## src/rtl/led_bound_sequencer_pkg.sv

```systemverilog
`default_nettype none
// ============================================================================
//  Module      : led_bound_sequencer_pkg
//  Description : Shared types and constants for the LED bound sequencer:
//                FSM state enum, bar geometry, reset waypoint table and the
//                levels at which a kickback request is honoured.
//  Revision    : 1.0 - initial release
// ============================================================================
package led_bound_sequencer_pkg;

    typedef enum logic [1:0] {
        IDLE = 2'd0,
        UP   = 2'd1,
        DOWN = 2'd2
    } state_t;

    localparam int LED_MAX = 16;
    localparam int LEVEL_W = 5;

    // Waypoint table contents after reset
    localparam logic [LEVEL_W-1:0] WP_RST_0 = 5'd16;
    localparam logic [LEVEL_W-1:0] WP_RST_1 = 5'd5;
    localparam logic [LEVEL_W-1:0] WP_RST_2 = 5'd11;
    localparam logic [LEVEL_W-1:0] WP_RST_3 = 5'd0;
    localparam logic [LEVEL_W-1:0] WP_RST_4 = 5'd6;
    localparam logic [LEVEL_W-1:0] WP_RST_5 = 5'd0;

    // Levels at which a start during a descent bounces the bar back up
    localparam logic [LEVEL_W-1:0] KICK_LVL_LO = 5'd0;
    localparam logic [LEVEL_W-1:0] KICK_LVL_HI = 5'd5;

    function automatic logic [LEVEL_W-1:0] wp_reset_value(input logic [2:0] idx);
        logic [LEVEL_W-1:0] val;
        case (idx)
            3'd0:    val = WP_RST_0;
            3'd1:    val = WP_RST_1;
            3'd2:    val = WP_RST_2;
            3'd3:    val = WP_RST_3;
            3'd4:    val = WP_RST_4;
            default: val = WP_RST_5;
        endcase
        return val;
    endfunction

    // Saturate a written target to the bar length
    function automatic logic [LEVEL_W-1:0] clamp_level(input logic [LEVEL_W-1:0] d);
        return (d > LEVEL_W'(LED_MAX)) ? LEVEL_W'(LED_MAX) : d;
    endfunction

endpackage
`default_nettype wire

```

## src/rtl/led_thermo_enc.sv

```systemverilog
`default_nettype none
// ============================================================================
//  Module      : led_thermo_enc
//  Description : Converts a bar level 0..16 into a 16-bit thermometer code,
//                bits [level-1:0] set. Purely combinational.
//  Ports       : level (in, 5)  - bar length
//                led   (out,16) - thermometer code
//  Revision    : 1.0 - initial release
// ============================================================================
module led_thermo_enc
    import led_bound_sequencer_pkg::*;
(
    input  logic [LEVEL_W-1:0] level,
    output logic [LED_MAX-1:0] led
);

    for (genvar i = 0; i < LED_MAX; i++) begin : g_bit
        assign led[i] = (level > LEVEL_W'(i));
    end

endmodule
`default_nettype wire

```

## src/rtl/led_bound_sequencer.sv

```systemverilog
`default_nettype none
// ============================================================================
//  Module      : led_bound_sequencer
//  Description : Walks an LED bar through a programmable table of waypoint
//                levels, one step per TICK_DIV clocks, dwelling one tick at
//                each waypoint. A start while descending at level 0 or 5
//                kicks the bar back toward the previous waypoint.
//  Ports       : clk, rst_n (async, active-low)
//                start              - begin a sequence / kickback request
//                cfg_we/addr/data   - waypoint table write (idle only)
//                busy, done         - sequence running / completion pulse
//                level, led         - bar length and its thermometer code
//  Revision    : 1.0 - initial release
// ============================================================================
module led_bound_sequencer
    import led_bound_sequencer_pkg::*;
#(
    parameter int TICK_DIV = 1,
    parameter int NUM_WP   = 6
) (
    input  logic        clk,
    input  logic        rst_n,
    input  logic        start,
    input  logic        cfg_we,
    input  logic [2:0]  cfg_addr,
    input  logic [4:0]  cfg_data,
    output logic        busy,
    output logic        done,
    output logic [4:0]  level,
    output logic [15:0] led
);

    localparam logic [15:0] TICK_LAST = 16'(TICK_DIV - 1);
    localparam logic [2:0]  LAST_IDX  = 3'(NUM_WP - 1);

    state_t             r_state, w_state_nxt;
    logic [2:0]         r_idx, w_idx_nxt;
    logic [LEVEL_W-1:0] r_level, w_level_nxt;
    logic [15:0]        r_tick, w_tick_nxt;
    logic               r_done, w_done_nxt;
    logic [LEVEL_W-1:0] r_wp [NUM_WP];

    logic               w_step;
    logic               w_kick;
    logic               w_cfg_wr;
    logic [LEVEL_W-1:0] w_target;

    // Table is only writable while idle so a running sequence never sees
    // its waypoints change underneath it.
    assign w_cfg_wr = cfg_we && (r_state == IDLE) && (cfg_addr <= LAST_IDX);

    always_ff @(posedge clk or negedge rst_n) begin
        if (!rst_n) begin
            for (int i = 0; i < NUM_WP; i++) begin
                r_wp[i] <= wp_reset_value(3'(i));
            end
        end else if (w_cfg_wr) begin
            r_wp[cfg_addr] <= clamp_level(cfg_data);
        end
    end

    always_ff @(posedge clk or negedge rst_n) begin
        if (!rst_n) begin
            r_state <= IDLE;
            r_idx   <= 3'd0;
            r_level <= '0;
            r_tick  <= 16'd0;
            r_done  <= 1'b0;
        end else begin
            r_state <= w_state_nxt;
            r_idx   <= w_idx_nxt;
            r_level <= w_level_nxt;
            r_tick  <= w_tick_nxt;
            r_done  <= w_done_nxt;
        end
    end

    always_comb begin
        w_state_nxt = r_state;
        w_idx_nxt   = r_idx;
        w_level_nxt = r_level;
        w_tick_nxt  = r_tick;
        w_done_nxt  = 1'b0;
        w_target    = r_wp[r_idx];
        w_step      = (r_state != IDLE) && (r_tick == TICK_LAST);
        w_kick      = start && (r_state == DOWN)
                      && ((r_level == KICK_LVL_LO) || (r_level == KICK_LVL_HI))
                      && (r_idx != LAST_IDX) && (r_idx != 3'd0);

        case (r_state)
            IDLE: begin
                w_tick_nxt = 16'd0;
                if (start) begin
                    w_state_nxt = UP;
                    w_idx_nxt   = 3'd0;
                    w_level_nxt = '0;
                end
            end
            default: begin
                // Kickback takes priority over a coincident step tick
                if (w_kick) begin
                    w_state_nxt = UP;
                    w_idx_nxt   = r_idx - 3'd1;
                    w_level_nxt = r_level + 5'd1;
                    w_tick_nxt  = 16'd0;
                end else begin
                    w_tick_nxt = w_step ? 16'd0 : r_tick + 16'd1;
                    if (w_step) begin
                        if (r_level < w_target) begin
                            w_level_nxt = r_level + 5'd1;
                        end else if (r_level > w_target) begin
                            w_level_nxt = r_level - 5'd1;
                        end else if (r_idx != LAST_IDX) begin
                            // Arrival tick is spent as a dwell; the level
                            // holds while the next waypoint is selected.
                            w_idx_nxt   = r_idx + 3'd1;
                            w_state_nxt = (r_wp[r_idx + 3'd1] > r_level) ? UP : DOWN;
                        end else begin
                            w_state_nxt = IDLE;
                            w_idx_nxt   = 3'd0;
                            w_level_nxt = '0;
                            w_tick_nxt  = 16'd0;
                            w_done_nxt  = 1'b1;
                        end
                    end
                end
            end
        endcase
    end

    assign busy  = (r_state != IDLE);
    assign done  = r_done;
    assign level = r_level;

    led_thermo_enc u_thermo (
        .level (r_level),
        .led   (led)
    );

endmodule
`default_nettype wire

```

## config.mk

```make
export PLATFORM = sky130hd
export DESIGN_NAME = led_bound_sequencer
export DESIGN_NICKNAME = d
export VERILOG_FILES = /design/src/rtl/led_bound_sequencer_pkg.sv /design/src/rtl/led_thermo_enc.sv /design/src/rtl/led_bound_sequencer.sv
export SDC_FILE = /design/constraint.sdc
export NUM_CORES = 1
export LEC_CHECK = 0
export BUFFER_PORTS_ARGS = -buffer_cell sky130_fd_sc_hd__buf_4
export CORE_MARGIN = 2
export CORE_UTILIZATION = 30
export CTS_CLUSTER_SIZE = 14
export DETAILED_ROUTE_END_ITERATION = 8
export GPL_TIMING_DRIVEN = 0
export PLACE_DENSITY = 0.51
export SETUP_SLACK_MARGIN = 0.05
export SYNTH_ARGS = -nofsm -noshare
export SYNTH_HDL_FRONTEND = slang
export SYNTH_SLANG_ARGS = --single-unit
```

## constraint.sdc

```tcl
create_clock -name clk -period 7.5 [get_ports clk]
set_clock_uncertainty 0.15 [all_clocks]
set_input_delay 0.75 -clock clk [delete_from_list [all_inputs] [get_ports clk]]
set_output_delay 0.75 -clock clk [all_outputs]
set_load 0.1 [all_outputs]
```

==> metrics <==
Yosys top cell area share 32.5%; DR iter-0 viols 181; largest cells by area after synthesis dfrtp_1 (33%), mux2_2 (9.3%), ha_1 (7.3%); core footprint 0.0122 sq mm; number of global-route vias before repair 2712; Yosys warning count 0; actual slew at the worst max-slew pin 0.757 ns; total routed wirelength 8480 um; PostCTS Resize Cnt 0; Synth-to-Final Area Change 19.8%; crit path launch type flop; die height 116 um; post-route cell area 0.00452 sq mm; final period utilization 59.8%; ratio of cells with drive above 1 in the final layout 28.9%; max_cap viols 0; Initial Util 31.0%; Nets 444; Synth Flop Type dfrtp_1; first-pass GRT wire length 14300 um; first-pass iteration count of the detailed router 4; most common cell in the synthesized netlist dfrtp_1; sequential cell area fraction in the yosys report 38.1%; cts bufs inserted 9; Slew headroom 49.1%; H-tree depth 3; #FFs+latches synth 57; placed cells 567; Residual DRC 0; WL/cell 14.5 um; Synth Cell Area 0.00377 sq mm; worst path required time 7.56 ns; PortBufs 34; postcts setup bufs 0; Async S/R FF share, synth 100%; Fin. Hold Viols 0; largest net degree at the start of global routing 58; CP arrival 4.55 ns; min-delay worst type in2async; row cnt 40; post-route ant nets 0; CP Max Fanout 10; CTS tree built; hpwl dp 6370 um; final setup vio count 0; CP Class reg2reg; hold_buf cts 0; RSZ-0062 raised after global routing false; vias per cell 4.90; clk_lat worst skew 0.33 ns; total track usage 13.7%; Placed Instance Area 0.00424 sq mm; Clock Path Buffers 2; status finished clean; post-layout min period 4.49 ns; fin cells 583; max-slew violation count 0; initial antenna violation count 0; CTS sink count 57; # diodes 0; biggest area consumer among synthesized cells dfrtp_1; gpl congestion 0.840; Yosys cell types 54; io pins 35; gr ovfl total 0; CTS Root Cell clkbuf_16; clock transition at the registers of the reported paths 0.05 ns; Post-synth top cells dfrtp_1 (49), nand2_1 (32), mux2_2 (31), nor2_1 (31), ha_1 (22); Vias 2855; synthesized instance count 365; Die Wd 116 um; die area 0.0135 sq mm; Layout Utilization 37.2%; number of synthesized flops with an enable pin 0; Worst Setup End Kind flop; Fmax 223 MHz; Mapped Nets 399; mean post-synth cell area 10.3 sq um; Post-Route Setup TNS 0 ns; Worst R2R Path Depth 15
-- final timing paths --
check | start | endpoint | slack, ns
setup / recovery | r_idx[0] | r_state[0] | 3.01
hold / removal | rst_n | r_tick[7] | 0.35
setup reg to reg | r_idx[0] | r_state[0] | 3.01
hold reg to reg | r_tick[0] | r_tick[0] | 0.36
max in group asynchronous | rst_n | r_wp[1] | 6.38
min in group clk | r_tick[0] | r_tick[0] | 0.36
-- stage by stage --
step / hold slack [ns] / worst slack [ns]
detailed placement: 0.356 / 2.94
floorplan: 0.304 / 1.91
global placement: 0.353 / 2.93
finish: 0.347 / 3.01
global route: 0.395 / 2.61
CTS: 0.363 / 2.94
-- sequential cells by signal, indices dropped and copies added (netlist names) --
name     cells
r_wp        30
r_tick      16
level        5
r_idx        3
r_state      2
done         1
-- final cells by class --
type	instances	area, sq um
Multi-Input combinational cell	277	2200
Clock inverter	5	30.0
Buffer	16	76.3
Timing Repair Buffer	34	255
Inverter	15	56.3
Fill cell	1239	7640
Tap cell	168	210
Clock buffer	11	253
Sequential cell	57	1440
-- layout by cell type, fill, tap and decap left out, types with 6 or more instances in the layout --
cell type / count
buf_4: 35
a21oi_1: 11
ha_1: 22
o21ai_0: 18
clkbuf_1: 9
clkbuf_16: 9
nand2_1: 32
inv_1: 11
nor3_1: 8
nor2_1: 31
nand3_1: 14
mux2i_1: 18
xnor2_1: 8
and3_1: 6
dfstp_2: 8
mux4_2: 10
mux2_2: 31
o31ai_1: 10
dfrtp_1: 49
nor2b_1: 6
xor2_1: 6
-- worst max-delay path, stage by stage, from the launching register on --
cell      delay (ns)
dfrtp_1         0.38
clkbuf_1        0.34
buf_2           0.35
buf_2           0.32
inv_1           0.10
ha_1            0.41
clkbuf_1        0.50
mux4_2          0.59
a21oi_1         0.18
ha_1            0.17
nor2b_1         0.05
o21a_1          0.15
o21ai_0         0.14
a21o_1          0.17
o21ai_0         0.09
mux2_4          0.28
-- per-layer routing --
metal,up-vias,wire length [um],share of wire [%],track usage (%)
met4,0,118,1.4,5.48
met2,70,3610,43,19.5
met5,-,0,0,0
met1,1367,4300,51,20.3
li1,1408,-,-,-
met3,10,448,5.3,2.70
-- cell families (layout without fill, tap and decap cells) --
logic type / count (synthesis) / count (layout) / share of synthesized area (%)
xor gates and xnor gates: 14 / 14 / 3.25
muxes: 61 / 61 / 20.8
AOI/OAI and AO/OA: 59 / 59 / 10.3
DFF: 57 / 57 / 38.1
and+or+nand+nor: 121 / 121 / 16.8
buffers and inverters: 31 / 81 / 3.52
adders and majority gates: 22 / 22 / 7.30
Power is left out: the tool's default activity adds up to more than one toggle a clock period on the data nets, which glitch-free logic cannot reach.
